## config.mk

```make
export PLATFORM = sky130hd
export DESIGN_NAME = lemming_world
export DESIGN_NICKNAME = d
export VERILOG_FILES = /design/src/rtl/lemming_world.sv
export SDC_FILE = /design/constraint.sdc
export NUM_CORES = 1
export LEC_CHECK = 0
export ABC_AREA = 1
export BUFFER_PORTS_ARGS = -buffer_cell sky130_fd_sc_hd__buf_2
export CAP_MARGIN = 10
export CORE_UTILIZATION = 30
export DETAILED_ROUTE_END_ITERATION = 12
export PLACE_DENSITY_LB_ADDON = 0.12
export SLEW_MARGIN = 40
export SYNTH_ARGS = -nofsm -noshare
export SYNTH_HDL_FRONTEND = slang
export SYNTH_SLANG_ARGS = --single-unit
```

## constraint.sdc

```tcl
create_clock -name clk -period 2.7 [get_ports clk]
set_input_delay 0.135 -clock clk [delete_from_list [all_inputs] [get_ports clk]]
set_output_delay 0.135 -clock clk [all_outputs]
set_load 0.005 [all_outputs]
```

## src/rtl/lemming_world.sv

```systemverilog
// Lemming walker world: tracks the walker's cell, the hole map and the fall count.
// Holes are filled on the landing edge of a fall; completed falls are counted.
module lemming_world #(
  parameter int FALL_DEPTH = 4
) (
  input  logic        clk,
  input  logic        areset_n,
  input  logic        walk_left,
  input  logic        walk_right,
  input  logic        aaah,
  input  logic        step_en,
  input  logic        load,
  input  logic [15:0] map_in,
  output logic        ground,
  output logic        turn_left,
  output logic        turn_right,
  output logic [3:0]  pos,
  output logic [7:0]  falls,
  output logic        done
);

  localparam logic [3:0] DEPTH    = 4'(FALL_DEPTH);
  localparam logic [3:0] DEPTH_M1 = 4'(FALL_DEPTH - 1);
  localparam logic [3:0] POS_MAX  = 4'd15;
  localparam logic [7:0] FALL_MAX = 8'd255;

  logic [15:0] holes;
  logic [3:0]  fall_cnt;
  logic        landing;
  logic        move_left;
  logic        move_right;

  // The landing edge is the last cycle of a fall; the hole under the walker is filled then.
  assign landing    = aaah && (fall_cnt == DEPTH_M1);
  assign move_left  = step_en && walk_left && !walk_right && (pos != 4'd0);
  assign move_right = step_en && walk_right && !walk_left && (pos != POS_MAX);

  always_ff @(posedge clk or negedge areset_n) begin
    if (!areset_n) begin
      pos      <= 4'd0;
      holes    <= 16'h0000;
      fall_cnt <= 4'd0;
      falls    <= 8'd0;
    end else if (load) begin
      holes    <= map_in;
      pos      <= 4'd0;
      fall_cnt <= 4'd0;
    end else if (aaah) begin
      if (fall_cnt != DEPTH) begin
        fall_cnt <= fall_cnt + 4'd1;
      end
      if (landing) begin
        holes[pos] <= 1'b0;
        if (falls != FALL_MAX) begin
          falls <= falls + 8'd1;
        end
      end
    end else begin
      fall_cnt <= 4'd0;
      if (move_left) begin
        pos <= pos - 4'd1;
      end else if (move_right) begin
        pos <= pos + 4'd1;
      end
    end
  end

  // While falling, ground reappears on the landing cycle; otherwise it is the map under the walker.
  assign ground     = aaah ? (fall_cnt >= DEPTH_M1) : ~holes[pos];
  assign turn_right = walk_left  && !aaah && (pos == 4'd0);
  assign turn_left  = walk_right && !aaah && (pos == POS_MAX);
  assign done       = (holes == 16'h0000);

endmodule

```

; After elaboration in Yosys (flattened, before gate mapping)
; Index checks and enable logic that the tools add are counted.
[classes]
n_mux = 15
n_div = 0
reduce_logical = 24
order_cmp = 3
n_addsub = 4
shift = 0
n_bitwise = 4
eq_ne = 7
n_mul = 0
[ops]
columns = operator, n
row1 = 16-bit 2-to-1 mux, 3
row2 = 4-bit 2-to-1 mux, 7
row3 = 16-bit AND, 1
row4 = 16-bit zero test, 1
row5 = 16-bit NOT, 1
row6 = 1-bit logical AND, 12
row7 = "4-bit by 1-bit adder with 4-bit output, second input constant", 2
row8 = "8-bit by 1-bit adder with 8-bit output, second input constant", 1
row9 = "8-bit != test, second input constant", 1
row10 = "4-bit by 5-bit < comparator with 1-bit output, second input constant", 1
row11 = 1-bit binary-select mux with 4-bit select, 1
row12 = 1-bit demux with 4-bit select, 1
row13 = "4-bit by 2-bit equality test with 1-bit output, second input constant", 1
row14 = "4-bit equality test, second input constant", 1
row15 = "4-bit by 1-bit >= comparator with 1-bit output, second input constant", 1
row16 = "4-bit by 2-bit >= comparator with 1-bit output, second input constant", 1
row17 = 4-bit zero test, 1
row18 = "4-bit by 3-bit != test with 1-bit output, second input constant", 1
row19 = "4-bit != test, second input constant", 1
row20 = 2-bit AND reduction, 2
row21 = 4-bit AND reduction, 1
row22 = 2-bit nonzero test, 2
row23 = 4-bit nonzero test, 1
row24 = "4-bit by 1-bit subtractor with 4-bit output, second input constant", 1
row25 = 6 further kinds, 11
[word_totals]
mem_bits_rw = 0
reg_bits = 32
in_bits = 23
n_memories = 0
out_inout_bits = 16
latchBits = 0
romBits = 0

; Longest topological paths before layout
[logic_depth]
ltp_word = 9
mapped_depth = 11
mapped_depth_nobuf = 11

; Least setup slack after synthesis
; OpenSTA, ideal clock, no wires.
[synth_timing]
kind = register to register
from = register pos[3]
to = register pos[2]
setup_time_ns = 0.129
setup_slack_ns = 1.030
period_less_slack_ns = 1.670
stages_incl_launch_ff = 12
arrival_time_ns = 1.541
n_path_buf = 0
path_cell_list = dfrtp_1 > nor2_2 > nand2_4 > nand2_4 > nand2_1 > nand2_1 > inv_2 > ha_1 > inv_1 > nand2_1 > xor2_1 > o22ai_2
[synth_between]
elab_chain_len = 5
word_cells_on_any_way = 9
classes_between = eq/ne (1) / mux (3) / reduce/logical (5)
[synth_rtl]
columns = element, line_no
row1 = from (decl), 17  ; output logic [3:0] pos,
row2 = from (signal assigned), 61  ; pos <= pos - 4'd1;
row3 = from (signal assigned), 63  ; pos <= pos + 4'd1;
row4 = 4-bit nonzero test, 35  ; assign move_left = step_en && walk_left && !walk_right && (pos != 4'd0);
row5 = 1-bit logical AND, 35
row6 = 4-bit 2-to-1 mux, 60  ; if (move_left) begin
row7 = 4-bit 2-to-1 mux, 48  ; end else if (aaah) begin
row8 = 4-bit 2-to-1 mux, 44  ; end else if (load) begin
; Parallel ways exist; a longest one is shown, timed or not. The select of a mux whose other input is x is not followed.
; A chain may end at the register's enable or synchronous reset.

; Worst setup path in the final report
[layout_timing]
from = register pos[0]
to = output port ground
[layout_between]
elab_chain_len = 4
[layout_rtl]
columns = element, line_no
row1 = 1-bit binary-select mux with 4-bit select, 69  ; assign ground = aaah ? (fall_cnt >= DEPTH_M1) : ~holes[pos];
row2 = 1-bit 2-to-1 mux (implied by the code), 69
row3 = 1-bit NOT, 69
row4 = 1-bit 2-to-1 mux, 69
row5 = to (decl), 14  ; output logic ground,
; No other way between the ends. The select of a mux whose other input is x is not followed.

==> flow_summary.json <==
{
  "syn-num-nets": 266,
  "tightest_slew_ns": 0.436,
  "hold_path_class": "input pin to flop",
  "finalMaxSlewViolations": 0,
  "yosys.area.top_type": "dfrtp_1",
  "critical_path_class": "flop to output port",
  "clockBufferDepth": 2,
  "nNetsFinal": 309,
  "grt_max_degree": 33,
  "post-cts-setup-buffers": 0,
  "die_area_um2": 6630,
  "period_minus_slack_ns": 2.05,
  "die_y_um": 81.4,
  "syn_avg_cell_area_um2": 7.92,
  "hold_depth": 3,
  "endpoint_kind": "output port",
  "status": "finished, final reports clean",
  "diodes": 0,
  "multi_input_area_um2": 965,
  "synth.area.top_cells": "dfrtp_1 (42%), nor2_1 (9.1%), nand2_1 (7.7%)",
  "start_util": 0.316,
  "drt_iter0_drc": 114,
  "ys_warn_count": 0,
  "worst_slack_ns": 0.655,
  "finClkSkew_ns": 0.00385,
  "max_freq_ghz": 0.489,
  "cts-htree-levels": 2,
  "min_from": "map_in[7]",
  "synth_area_um2": 1890,
  "antenna_found_initial": 0,
  "worstReg2RegEnd": "pos[2]$_DFFE_PN0P_",
  "ys_types": 31,
  "clk_pin_slew_ns": 0.07,
  "pre_cts_slack_ns": 0.897,
  "rows": 28,
  "power_density_nw_per_um2": 529,
  "cts_buffers": 5,
  "yosysSeqAreaShare": 0.423,
  "cts_root_buf": "clkbuf_8",
  "synth-edff-count": 0,
  "ys_seq_elements": 32,
  "whs_endpoint": "holes[7]$_DFFE_PN0P_",
  "grt.total_usage": 0.167,
  "grt_use_met2": 0.266,
  "nFillCells": 665,
  "globalRouteMet3Util": 0.0367,
  "ys.flop_type": "dfrtp_1",
  "grt.busiest_layer": "met2",
  "final_hold_viol_count": 0,
  "area_delta_synth_final_pct": 20.4,
  "detail-route-antenna-nets": 0,
  "utilization": 0.380,
  "drive_gt1_frac": 0.266,
  "grt_pass1_vias": 1673,
  "timing.rr.start": "pos[3]$_DFFE_PN0P_",
  "place.gp.congestion": 0.809,
  "cp.required_ns": 2.57,
  "fp.coreArea_um2": 5990,
  "grt_pass1_wl_um": 8340,
  "seq_area_um2": 801,
  "ir_drop_v": 0.000163,
  "cp-start-kind": "flop",
  "cp_max_fo": 9,
  "avgViaCountPerCell": 4.92,
  "die_w_um": 81.4,
  "p_leak_nw": 1.12,
  "r2r_cells": 11,
  "rsz0062_at_grt": "false",
  "cts_num_sinks": 32,
  "post-route-period-util": 0.758,
  "synth.most_common_cell": "nor2_1",
  "crit_arrival_ns": 1.91,
  "dpl.hpwl_um": 3700,
  "drc_errors": 0,
  "io_buffers": 38,
  "clock_latency_ns": 0.28,
  "ys_top_cells_by_count": "nor2_1 (46), nand2_1 (39), dfrtp_1 (32)",
  "grt_overflow": 0,
  "synth_top_area_share": 0.423,
  "setup_viol": 0,
  "wl_per_cell_um": 14.2,
  "slew_headroom": 0.709,
  "wl_um": 5060,
  "grtUsageMet1": 0.225,
  "first_pass_iters": 4,
  "netlist_instances": 239,
  "drv_cap": 0,
  "async_flop_share": 1.00,
  "io_pins": 39,
  "cts_tree": "yes",
  "via_count": 1756,
  "finalSetupTns_ns": 0,
  "rrSetupSlack_ns": 0.90,
  "post_cts_resize_count": 0
}
## flip-flops by register name, summed over array words and instances, names as in the netlist
| register | flops |
|---|---|
| holes | 16 |
| falls | 8 |
| fall_cnt | 4 |
| pos | 4 |
## metrics by stage
| step | cell area, um^2 | total power [W] | cells | hold WS [ns] |
|---|---|---|---|---|
| after global routing | 2280 | 0.00128 | 357 | 0.118 |
| after CTS | 2280 | 0.00122 | 357 | 0.120 |
| after global placement | 2170 | 0.000812 | 349 | 0.267 |
| final | 2280 | 0.00120 | 357 | 0.127 |
| after floorplan | 1890 | 0.000716 | 239 | -0.161 |
| after detailed placement | 2170 | 0.000812 | 349 | 0.265 |
## report_power, final
group / switching (W) / internal (W) / leakage, nW
Clock: 0.000176 / 0.000227 / 0.0503
Sequential: 0.0000441 / 0.000514 / 0.394
Combinational: 0.000153 / 0.0000899 / 0.677
Total: 0.000373 / 0.000831 / 1.12
## worst max-delay path: stages, from the launching register on
cell and delay [ns]:
dfrtp_1 0.57, inv_2 0.08, nor2_2 0.29, inv_2 0.10, nor2_2 0.08, nor2_1 0.04, nand2_1 0.07, nand2_1 0.05
nand3_1 0.10, nor2_1 0.05, nor2_1 0.08, buf_2 0.12
## cell usage in the layout (no fill, tap or decap), types with 4 or more instances in the layout
cell	Yosys	routed
o21ai_0	6	6
ha_1	4	4
o22ai_1	4	4
nand3_1	17	17
inv_1	16	16
o21ai_1	4	4
xnor2_1	4	4
nand2_1	39	39
clkbuf_8	0	7
buf_2	2	37
nor2_2	4	4
dfrtp_1	32	32
a311oi_1	13	13
xor2_1	6	6
nor4_1	4	4
inv_2	12	12
nor2_1	46	46
## cells by family (layout without fill, tap and decap cells)
group                      Yosys count  after routing  share of synthesized area
AOI/OAI and AO/OA                   34             34                      0.127
adders and majority gates            4              4                     0.0265
xor gates and xnor gates            10             10                     0.0463
DFF                                 32             32                      0.423
buffers and inverters               33             76                     0.0668
and+or+nand+nor                    126            126                      0.310
## area by class of cell
type                            count  area share
Sequential cell                    32       0.351
Tap cell                           75      0.0412
Timing Repair Buffer               41      0.0956
Inverter                           28      0.0461
Multi-Input combinational cell    174       0.423
Clock buffer                        7      0.0423
## worst max-delay path by stage
stage | from | end | slack (ns) | cells past startpoint
6_report | pos[0]$_DFFE_PN0P_ | ground | 0.65 | 11
4_1_cts | pos[1]$_DFFE_PN0P_ | ground | 0.61 | 11
5_1_grt | pos[0]$_DFFE_PN0P_ | ground | 0.48 | 11
3_5_place_dp | pos[0]$_DFFE_PN0P_ | pos[2]$_DFFE_PN0P_ | 0.90 | 11
2_1_floorplan | pos[3]$_DFFE_PN0P_ | pos[2]$_DFFE_PN0P_ | 1.03 | 11
3_3_place_gp | pos[0]$_DFFE_PN0P_ | ground | 0.91 | 11
## per-layer routing
metal | vias to the layer above | part of all wire
met4 | 0 | 0.013
met3 | 6 | 0.045
li1 | 887 | -
met2 | 33 | 0.47
met5 | - | 0
met1 | 830 | 0.47
## repair_timing
action / 4_1_cts / 5_1_grt
hold buffers: 1 / 0
endpoints found under the hold margin: 32 / 0
endpoints found under the setup margin: 0 / 0
Note: power is estimated with default switching activity, not from simulation.
